===== src/rtl/dcache_controller_if.sv =====
// Bundle of the CPU, line-memory and SRAM-side signals around the data-cache controller.
// The master modport is the controller's view; slave is the surrounding pipeline/memory/SRAM.
interface dcache_controller_if;
    logic [31:0]  cpu_addr_i;
    logic [31:0]  cpu_data_i;
    logic         cpu_MemRead_i;
    logic         cpu_MemWrite_i;
    logic [31:0]  cpu_data_o;
    logic         cpu_stall_o;

    logic [255:0] mem_data_i;
    logic         mem_ack_i;
    logic [31:0]  mem_addr_o;
    logic [255:0] mem_data_o;
    logic         mem_enable_o;
    logic         mem_write_o;

    logic [3:0]   sram_addr_o;
    logic [24:0]  sram_tag_o;
    logic [255:0] sram_data_o;
    logic         sram_enable_o;
    logic         sram_write_o;
    logic [24:0]  sram_tag_i;
    logic [255:0] sram_data_i;
    logic         sram_hit_i;

    logic [31:0]  hit_cnt_o;
    logic [31:0]  miss_cnt_o;

    modport master (
        input  cpu_addr_i, cpu_data_i, cpu_MemRead_i, cpu_MemWrite_i,
        output cpu_data_o, cpu_stall_o,
        input  mem_data_i, mem_ack_i,
        output mem_addr_o, mem_data_o, mem_enable_o, mem_write_o,
        output sram_addr_o, sram_tag_o, sram_data_o, sram_enable_o, sram_write_o,
        input  sram_tag_i, sram_data_i, sram_hit_i,
        output hit_cnt_o, miss_cnt_o
    );

    modport slave (
        output cpu_addr_i, cpu_data_i, cpu_MemRead_i, cpu_MemWrite_i,
        input  cpu_data_o, cpu_stall_o,
        output mem_data_i, mem_ack_i,
        input  mem_addr_o, mem_data_o, mem_enable_o, mem_write_o,
        input  sram_addr_o, sram_tag_o, sram_data_o, sram_enable_o, sram_write_o,
        output sram_tag_i, sram_data_i, sram_hit_i,
        input  hit_cnt_o, miss_cnt_o
    );
endinterface


===== src/rtl/dcache_controller.sv =====
// Write-back, write-allocate controller for a 2-way, 16-set data cache with 256-bit lines.
// Define DCACHE_PERF_CNT_EN to build saturating hit/miss counters; otherwise they read 0.
module dcache_controller #(
    parameter int TAG_W  = 23,
    parameter int IDX_W  = 4,
    parameter int LINE_W = 256
) (
    input  logic clk_i,
    input  logic rst_i,
    dcache_controller_if.master bus
);
    typedef enum logic [2:0] {IDLE, MISS, WRITEBACK, REFILL, INSTALL} state_t;

    state_t              r_state;
    state_t              w_nextState;
    logic [TAG_W+1:0]    r_victimTag;
    logic [LINE_W-1:0]   r_victimLine;
    logic [LINE_W-1:0]   r_refillBuf;
    logic [31:0]         r_addr;
    logic [31:0]         r_storeData;
    logic                r_isStore;

    logic                w_req;
    logic                w_isStore;
    logic                w_missEvent;
    logic [TAG_W-1:0]    w_tag;
    logic [IDX_W-1:0]    w_index;
    logic [2:0]          w_wordSel;
    logic [TAG_W-1:0]    w_heldTag;
    logic [IDX_W-1:0]    w_heldIndex;
    logic [LINE_W-1:0]   w_installLine;
    logic [1:0]          w_unused;

    assign w_req       = bus.cpu_MemRead_i | bus.cpu_MemWrite_i;
    assign w_isStore   = bus.cpu_MemWrite_i;
    assign w_tag       = bus.cpu_addr_i[31:32-TAG_W];
    assign w_index     = bus.cpu_addr_i[31-TAG_W:5];
    assign w_wordSel   = bus.cpu_addr_i[4:2];
    assign w_heldTag   = r_addr[31:32-TAG_W];
    assign w_heldIndex = r_addr[31-TAG_W:5];
    assign w_unused    = bus.cpu_addr_i[1:0];
    assign w_missEvent = (r_state == IDLE) && w_req && !bus.sram_hit_i;

    function automatic logic [LINE_W-1:0] mergeWord(input logic [LINE_W-1:0] line,
                                                    input logic [2:0] sel,
                                                    input logic [31:0] data);
        logic [LINE_W-1:0] merged;
        merged = line;
        merged[{sel, 5'b0} +: 32] = data;
        return merged;
    endfunction

    assign w_installLine = r_isStore ? mergeWord(r_refillBuf, r_addr[4:2], r_storeData)
                                     : r_refillBuf;

    // Everything the miss sequence needs is captured at the missing lookup, so later
    // states never depend on the CPU holding its inputs.
    always_ff @(posedge clk_i or negedge rst_i) begin
        if (!rst_i) begin
            r_state      <= IDLE;
            r_victimTag  <= '0;
            r_victimLine <= '0;
            r_refillBuf  <= '0;
            r_addr       <= '0;
            r_storeData  <= '0;
            r_isStore    <= 1'b0;
        end else begin
            r_state <= w_nextState;
            if (w_missEvent) begin
                r_victimTag  <= bus.sram_tag_i;
                r_victimLine <= bus.sram_data_i;
                r_addr       <= bus.cpu_addr_i;
                r_isStore    <= w_isStore;
                r_storeData  <= bus.cpu_data_i;
            end
            if (r_state == REFILL && bus.mem_ack_i) begin
                r_refillBuf <= bus.mem_data_i;
            end
        end
    end

    // Outputs are gated by reset so an abandoned memory request drops at once.
    always_comb begin
        bus.cpu_data_o    = '0;
        bus.cpu_stall_o   = 1'b0;
        bus.mem_addr_o    = '0;
        bus.mem_data_o    = '0;
        bus.mem_enable_o  = 1'b0;
        bus.mem_write_o   = 1'b0;
        bus.sram_addr_o   = '0;
        bus.sram_tag_o    = '0;
        bus.sram_data_o   = '0;
        bus.sram_enable_o = 1'b0;
        bus.sram_write_o  = 1'b0;
        w_nextState       = r_state;
        if (rst_i) begin
            case (r_state)
                IDLE: begin
                    bus.sram_enable_o = w_req;
                    bus.sram_addr_o   = w_index;
                    bus.sram_tag_o    = {1'b1, 1'b0, w_tag};
                    if (w_req && bus.sram_hit_i) begin
                        if (w_isStore) begin
                            bus.sram_write_o = 1'b1;
                            bus.sram_data_o  = mergeWord(bus.sram_data_i, w_wordSel, bus.cpu_data_i);
                            bus.sram_tag_o   = {1'b1, 1'b1, w_tag};
                        end else begin
                            bus.cpu_data_o = bus.sram_data_i[{w_wordSel, 5'b0} +: 32];
                        end
                    end else if (w_req) begin
                        bus.cpu_stall_o = 1'b1;
                        w_nextState     = MISS;
                    end
                end
                MISS: begin
                    bus.cpu_stall_o = 1'b1;
                    w_nextState = (r_victimTag[TAG_W+1] && r_victimTag[TAG_W]) ? WRITEBACK : REFILL;
                end
                WRITEBACK: begin
                    bus.cpu_stall_o  = 1'b1;
                    bus.mem_enable_o = 1'b1;
                    bus.mem_write_o  = 1'b1;
                    bus.mem_addr_o   = {r_victimTag[TAG_W-1:0], w_heldIndex, 5'b0};
                    bus.mem_data_o   = r_victimLine;
                    if (bus.mem_ack_i) w_nextState = REFILL;
                end
                REFILL: begin
                    bus.cpu_stall_o  = 1'b1;
                    bus.mem_enable_o = 1'b1;
                    bus.mem_addr_o   = {w_heldTag, w_heldIndex, 5'b0};
                    if (bus.mem_ack_i) w_nextState = INSTALL;
                end
                INSTALL: begin
                    bus.cpu_stall_o   = 1'b1;
                    bus.sram_enable_o = 1'b1;
                    bus.sram_write_o  = 1'b1;
                    bus.sram_addr_o   = w_heldIndex;
                    bus.sram_data_o   = w_installLine;
                    bus.sram_tag_o    = {1'b1, r_isStore, w_heldTag};
                    w_nextState       = IDLE;
                end
                default: w_nextState = IDLE;
            endcase
        end
    end

`ifdef DCACHE_PERF_CNT_EN
    logic        w_hitEvent;
    logic [31:0] r_hitCnt;
    logic [31:0] r_missCnt;

    assign w_hitEvent = (r_state == IDLE) && w_req && bus.sram_hit_i;

    always_ff @(posedge clk_i or negedge rst_i) begin
        if (!rst_i) begin
            r_hitCnt  <= '0;
            r_missCnt <= '0;
        end else begin
            if (w_hitEvent && r_hitCnt != 32'hFFFF_FFFF) r_hitCnt <= r_hitCnt + 32'd1;
            if (w_missEvent && r_missCnt != 32'hFFFF_FFFF) r_missCnt <= r_missCnt + 32'd1;
        end
    end

    assign bus.hit_cnt_o  = r_hitCnt;
    assign bus.miss_cnt_o = r_missCnt;
`else
    assign bus.hit_cnt_o  = '0;
    assign bus.miss_cnt_o = '0;
`endif
endmodule


===== src/flat_wrapper.sv =====
// flat-port wrapper written by rule: the top's interface ports become plain ports
module dcache_controller_flat 
#(
    parameter int TAG_W  = 23,
    parameter int IDX_W  = 4,
    parameter int LINE_W = 256
)
  (clk_i, rst_i, bus_cpu_addr_i, bus_cpu_data_i, bus_cpu_MemRead_i, bus_cpu_MemWrite_i, bus_cpu_data_o, bus_cpu_stall_o, bus_mem_data_i, bus_mem_ack_i, bus_mem_addr_o, bus_mem_data_o, bus_mem_enable_o, bus_mem_write_o, bus_sram_addr_o, bus_sram_tag_o, bus_sram_data_o, bus_sram_enable_o, bus_sram_write_o, bus_sram_tag_i, bus_sram_data_i, bus_sram_hit_i, bus_hit_cnt_o, bus_miss_cnt_o);
  dcache_controller_if bus_i ();
  input  logic clk_i;
  input  logic rst_i;
  input wire logic [$bits(bus_i.cpu_addr_i)-1:0] bus_cpu_addr_i;
  input wire logic [$bits(bus_i.cpu_data_i)-1:0] bus_cpu_data_i;
  input wire logic [$bits(bus_i.cpu_MemRead_i)-1:0] bus_cpu_MemRead_i;
  input wire logic [$bits(bus_i.cpu_MemWrite_i)-1:0] bus_cpu_MemWrite_i;
  output wire logic [$bits(bus_i.cpu_data_o)-1:0] bus_cpu_data_o;
  output wire logic [$bits(bus_i.cpu_stall_o)-1:0] bus_cpu_stall_o;
  input wire logic [$bits(bus_i.mem_data_i)-1:0] bus_mem_data_i;
  input wire logic [$bits(bus_i.mem_ack_i)-1:0] bus_mem_ack_i;
  output wire logic [$bits(bus_i.mem_addr_o)-1:0] bus_mem_addr_o;
  output wire logic [$bits(bus_i.mem_data_o)-1:0] bus_mem_data_o;
  output wire logic [$bits(bus_i.mem_enable_o)-1:0] bus_mem_enable_o;
  output wire logic [$bits(bus_i.mem_write_o)-1:0] bus_mem_write_o;
  output wire logic [$bits(bus_i.sram_addr_o)-1:0] bus_sram_addr_o;
  output wire logic [$bits(bus_i.sram_tag_o)-1:0] bus_sram_tag_o;
  output wire logic [$bits(bus_i.sram_data_o)-1:0] bus_sram_data_o;
  output wire logic [$bits(bus_i.sram_enable_o)-1:0] bus_sram_enable_o;
  output wire logic [$bits(bus_i.sram_write_o)-1:0] bus_sram_write_o;
  input wire logic [$bits(bus_i.sram_tag_i)-1:0] bus_sram_tag_i;
  input wire logic [$bits(bus_i.sram_data_i)-1:0] bus_sram_data_i;
  input wire logic [$bits(bus_i.sram_hit_i)-1:0] bus_sram_hit_i;
  output wire logic [$bits(bus_i.hit_cnt_o)-1:0] bus_hit_cnt_o;
  output wire logic [$bits(bus_i.miss_cnt_o)-1:0] bus_miss_cnt_o;
  assign bus_i.cpu_addr_i = bus_cpu_addr_i;
  assign bus_i.cpu_data_i = bus_cpu_data_i;
  assign bus_i.cpu_MemRead_i = bus_cpu_MemRead_i;
  assign bus_i.cpu_MemWrite_i = bus_cpu_MemWrite_i;
  assign bus_cpu_data_o = bus_i.cpu_data_o;
  assign bus_cpu_stall_o = bus_i.cpu_stall_o;
  assign bus_i.mem_data_i = bus_mem_data_i;
  assign bus_i.mem_ack_i = bus_mem_ack_i;
  assign bus_mem_addr_o = bus_i.mem_addr_o;
  assign bus_mem_data_o = bus_i.mem_data_o;
  assign bus_mem_enable_o = bus_i.mem_enable_o;
  assign bus_mem_write_o = bus_i.mem_write_o;
  assign bus_sram_addr_o = bus_i.sram_addr_o;
  assign bus_sram_tag_o = bus_i.sram_tag_o;
  assign bus_sram_data_o = bus_i.sram_data_o;
  assign bus_sram_enable_o = bus_i.sram_enable_o;
  assign bus_sram_write_o = bus_i.sram_write_o;
  assign bus_i.sram_tag_i = bus_sram_tag_i;
  assign bus_i.sram_data_i = bus_sram_data_i;
  assign bus_i.sram_hit_i = bus_sram_hit_i;
  assign bus_hit_cnt_o = bus_i.hit_cnt_o;
  assign bus_miss_cnt_o = bus_i.miss_cnt_o;
  dcache_controller #(.TAG_W(TAG_W), .IDX_W(IDX_W), .LINE_W(LINE_W)) u_core (.clk_i(clk_i), .rst_i(rst_i), .bus(bus_i));
endmodule

===== config.mk =====
export PLATFORM = sky130hd
export DESIGN_NAME = dcache_controller_flat
export DESIGN_NICKNAME = d
export VERILOG_FILES = /design/src/rtl/dcache_controller_if.sv /design/src/rtl/dcache_controller.sv /design/src/flat_wrapper.sv
export SDC_FILE = /design/constraint.sdc
export NUM_CORES = 2
export LEC_CHECK = 0
export ABC_AREA = 1
export ABC_CLOCK_PERIOD_IN_PS = 7500
export CORE_AREA = 2 2 505 507
export DETAILED_ROUTE_END_ITERATION = 10
export DIE_AREA = 0 0 507 509
export GPL_TIMING_DRIVEN = 0
export PLACE_DENSITY_LB_ADDON = 0.1
export SETUP_SLACK_MARGIN = 0.1
export SYNTH_ARGS = -nofsm -noshare
export SYNTH_HDL_FRONTEND = slang
export SYNTH_SLANG_ARGS = --single-unit

===== constraint.sdc =====
create_clock -name clk_i -period 7.5 [get_ports clk_i]
set_clock_uncertainty 0.15 [all_clocks]
set_input_delay 1.5 -clock clk_i [delete_from_list [all_inputs] [get_ports clk_i]]
set_output_delay 1.5 -clock clk_i [all_outputs]
set_load 0.005 [all_outputs]

# ---- Yosys cells after proc, flatten, opt, wreduce, memory -nomap -nowiden
# Index checks and enable logic that the tools add are counted.
dict set report totals {
  word_cells 74
  output_inout_bits 674
  reg_bits 605
}
dict set report op_classes {
  n_eq_ne 8
  n_shift 5
  add_sub_neg 2
  reduce_logical 10
  n_bitwise 1
  mux 41
}
# operator count
set ops {}
lappend ops {{2-to-1 mux 256 bit} 6}
lappend ops {{bitwise mux 256 bit} 2}
lappend ops {{one-hot mux 256 bit (2 select lines)} 1}
lappend ops {{variable shift 32 x 10 -> 256 bit (first input constant)} 2}
lappend ops {{variable part select 32 x 10 -> 256 bit} 2}
lappend ops {{variable part select 256 x 9 -> 32 bit} 1}
lappend ops {{2-to-1 mux 32 bit} 5}
lappend ops {{one-hot mux 32 bit (2 select lines)} 1}
lappend ops {{2-to-1 mux 25 bit} 2}
lappend ops {{one-hot mux 25 bit (2 select lines)} 1}
lappend ops {{2-to-1 mux 24 bit} 1}
lappend ops {{negator 8 -> 10 bit} 2}
lappend ops {{2-to-1 mux 1 bit} 12}
lappend ops {{2-to-1 mux 3 bit} 4}
lappend ops {{one-hot mux 3 bit (4 select lines)} 1}
lappend ops {{one-hot mux 4 bit (2 select lines)} 1}
lappend ops {{== test 3 x 2 -> 1 bit (second input constant)} 2}
lappend ops {{inequality test 2 bit (second input constant)} 3}
lappend ops {{one-hot mux 1 bit (2 select lines)} 3}
lappend ops {{logical AND 1 bit} 5}
lappend ops {{AND reduction 5 bit} 1}
lappend ops {{2-to-1 mux 4 bit} 1}
lappend ops {{OR reduction 4 bit} 1}
lappend ops {{== test 3 x 1 -> 1 bit (second input constant)} 1}
lappend ops {{6 further kinds} 6}

# ---- Depth between registers and ports, before layout
dict set report logic_depth {
  ltp_word 7
  ltp_mapped 14
  ltp_nobuf 10
}

# ---- Least setup slack after synthesis
# No wires, ideal clock.
dict set report synth_path {
  kind {input to output}
  from {in bus_cpu_addr_i[2]}
  to {out bus_sram_data_o[166]}
  arrival_time_ps 3589
  cell_stages 12
  path_buffers 4
  path_slack_ps 2261
  cell_sequence {inv_2 > clkbuf_1 > clkbuf_1 > ha_1 > ha_1 > clkbuf_1 > nor2_1 > nand2_1 > buf_2 > nand2_1 > nand3_1 > a21oi_1}
}
dict set report synth_via {
  elab_chain_cells 7
}
# item line
set synth_rtl {}
lappend synth_rtl {{from (decl)} flat_wrapper.sv:12} ;# input wire logic [$bits(bus_i.cpu_addr_i)-1:0] bus_cpu_addr_i;
lappend synth_rtl {{negator 8 -> 10 bit *} dcache_controller.sv:49} ;# merged[{sel, 5'b0} +: 32] = data;
lappend synth_rtl {{variable part select 32 x 10 -> 256 bit or variable shift 32 x 10 -> 256 bit (tied branches)} dcache_controller.sv:49}
lappend synth_rtl {{bitwise mux 256 bit *} dcache_controller.sv:49}
lappend synth_rtl {{2-to-1 mux 256 bit *} dcache_controller.sv:103} ;# if (w_isStore) begin
lappend synth_rtl {{2-to-1 mux 256 bit *} dcache_controller.sv:102} ;# if (w_req && bus.sram_hit_i) begin
lappend synth_rtl {{one-hot mux 256 bit (2 select lines) *} dcache_controller.sv:97} ;# case (r_state)
lappend synth_rtl {{2-to-1 mux 256 bit *} dcache_controller.sv:96} ;# if (rst_i) begin
lappend synth_rtl {{to (decl)} flat_wrapper.sv:26} ;# output wire logic [$bits(bus_i.sram_data_o)-1:0] bus_sram_data_o;
# Mark *: on every way between the ends. The rest lies on a longest branch, timed or not.

# ---- Worst setup path after layout
dict set report layout_path {
  from {in bus_cpu_addr_i[3]}
  to {out bus_sram_data_o[142]}
}
# Same word-level chain as after synthesis.

==> results.yml <==
clocking:
  clock_sinks: 603
  cts_hold_buf: 0
  worst_setup_hold_path_clk_slew_ns: 0.05
  cts-root-buf: "clkbuf_16"
  htreeDepth: 3
  cts_tree: "done"
  cts_made_buffers: 88
  clock_latency_ns: 0.78
  clock_path_buffers: 3
critical_path:
  crit_arrival_ns: 5.70
  criticalPathCategory: "primary input to primary output"
  path_max_fanout: 11
  crit_path_start_kind: "primary input"
  crit_path_end_kind: "primary output"
  worstPathRequired_ns: 5.85
timing:
  finalCritPeriodShare: 0.980
  hold_viol: 0
  clock.fmax_ghz: 0.136
  max_slew_margin: 0.0488
  worst_slew_pin_slew_ns: 1.43
  grt_setup_unrepaired: "no"
  maxSlewViolCount: 0
  finalCriticalPeriod_ns: 7.35
  finalSetupViolCount: 0
synth:
  post-synth-top-count-cell: "nand2_1"
  netlist_top_cells_count: "nand2_1 (1188), nand3_1 (959), inv_1 (891), a21oi_1 (667), dfrtp_1 (603)"
  synth.distinct_cells: 27
  ys_warn_count: 0
  synth_top_area_cell: "dfrtp_1"
  synth_area_leaders: "dfrtp_1 (38%), nand3_1 (12%), nand2_1 (11%)"
  postSynthAreaPerCell_um2: 6.47
  yosys_register_bits: 603
  synthFlopType: "dfrtp_1"
  ys_seq_area_frac: 0.384
  synth_edf_count: 0
  synth_top_area_share: 0.384
  syn_inst: 6067
  ys_async_sr_fraction: 1.00
  syn-cell-area_um2: 39300
final_layout:
  final_layout_size_suffix_gt1_frac: 0.0630
  final_util: 0.236
  final_area_um2: 59600
  area_growth_syn_to_layout_pct: 51.8
  fillCellCount: 28775
  nNetsFinal: 8057
worst_hold_path:
  min_path_type: "register to register"
drt:
  first_pass_iters: 6
  wire_per_inst_um: 36.4
  vias: 50777
  antenna_left: 0
  drc_errors: 0
  routed_wirelength_um: 398000
  drt_iter0_drc: 5922
  vias_per_cell: 4.65
die:
  io-pin-count: 1281
  dieArea_um2: 258000
  initial_core_util: 0.155
  placeableCoreArea_um2: 253000
  die_w_um: 507
  row_count: 185
  dieHeight_um: 509
placed_design:
  numPortBuffers: 1208
  dp_hpwl_um: 346000
  gp_congestion: 1.01
  placed_area_um2: 56000
grt:
  grt_max_degree: 103
  grt_pass1_vias: 48982
  track_usage: 0.296
  grt_pass1_wl_um: 501000
  grt_overflow: 0
  antenna_found_initial: 152
power:
  ir_drop_v: 0.000149
  p_leak_nw: 25.5
  powerDensity_nw_per_um2: 315
status:
  status: "finished clean"
flow_run:
  drv_cap: 0
## path summary, 6_finish.rpt
path	start	endpoint	slack, ns	cells past startpoint
min reg2reg	u_core.r_victimTag[17]	u_core.r_victimTag[17]	0.32	2
min in group asynchronous	rst_i	u_core.r_refillBuf[110]	0.51	1
min	u_core.r_victimTag[17]	u_core.r_victimTag[17]	0.32	2
max in group asynchronous	rst_i	u_core.r_victimLine[153]	4.84	4
max reg2reg	u_core.r_state[0]	u_core.r_victimLine[235]	3.71	7
max	bus_cpu_addr_i[3]	bus_sram_data_o[142]	0.15	14
## where the power goes
group | switching [W] | leakage [nW] | internal, W
sequential | 0.000602 | 6.97 | 0.00475
combinational | 0.00640 | 17.1 | 0.00256
clock | 0.00184 | 1.46 | 0.00262
## registers in the layout, indices dropped and copies added (netlist names)
signal,cells
u_core.r_refillBuf,256
u_core.r_victimLine,256
u_core.r_storeData,32
u_core.r_addr,30
u_core.r_victimTag,25
u_core.r_state,3
u_core.r_isStore,1
## routing by layer
metal  routed length [µm]  track usage  up-vias
met5                  319            0        -
met4                21000        0.134       48
met3                29500       0.0645      599
met2               185000        0.489     2746
met1               163000        0.367    25274
li1                     -            -    22110
## layout make-up
cell class	count	area, µm²	share of cell area
Tap cell	3366	4210	0.0707
Clock inverter	31	474	0.00796
Multi-Input combinational cell	4075	18900	0.316
Timing Repair Buffer	1217	12300	0.207
Clock buffer	131	2530	0.0425
Sequential cell	603	15100	0.253
Antenna cell	48	120	0.00202
Buffer	557	2630	0.0441
Inverter	899	3380	0.0567
## kinds of logic (layout without fill, tap and decap cells)
family / Yosys count / in the layout / synth area share
other cells: 1 / 117 / 0.0000955
buf+inv: 1457 / 2835 / 0.152
compound gates: 1155 / 1155 / 0.150
simple gates: 2842 / 2842 / 0.311
fa+ha+maj: 9 / 9 / 0.00287
flops: 603 / 603 / 0.384
## timing repair
| item | CTS | global route |
|---|---|---|
| resized for setup | 95 | 13 |
| endpoints found under the setup margin | 282 | 53 |
| pin swaps | 1 | 0 |
| setup buffers | 2 | 0 |
## critical path, stage by stage
cell and delay [ns]:
clkdlybuf4s50_1 0.56, inv_1 0.12, clkbuf_2 0.21, clkbuf_4 0.25
ha_1 0.23, ha_2 0.47, nand2_1 0.13, nor2_4 0.26
nand2_2 0.22, buf_2 0.26, nand2_1 0.14, nand3_1 0.30
a21oi_2 0.45, clkdlybuf4s50_1 0.58
## placed cells by master (no fill, tap or decap), types with 88 or more instances in the layout
master	Yosys	final
nor2_1	557	551
a21oi_1	667	608
clkbuf_1	298	312
inv_1	891	891
buf_4	91	92
nand2_1	1188	1186
buf_2	139	140
clkbuf_16	0	88
nand4_1	99	99
nand3_1	959	956
clkdlybuf4s50_1	0	1204
o21ai_0	446	446
dfrtp_1	603	603
## metrics by stage
stage                     setup slack (ns)  total power, W  TNS (ns)  hold WS, ns  instances
after floorplan                       2.26         0.00935         0        0.292       6135
after global placement              -32.34          0.0142         -        0.306      10709
after detailed placement             -1.26          0.0141   -134.70        0.311      10716
after CTS                            0.164          0.0187         0        0.325      10879
after global routing                 0.111          0.0197         0        0.345      10898
final                                0.149          0.0188         0        0.324      10927
(Power assumes the default switching activity.)
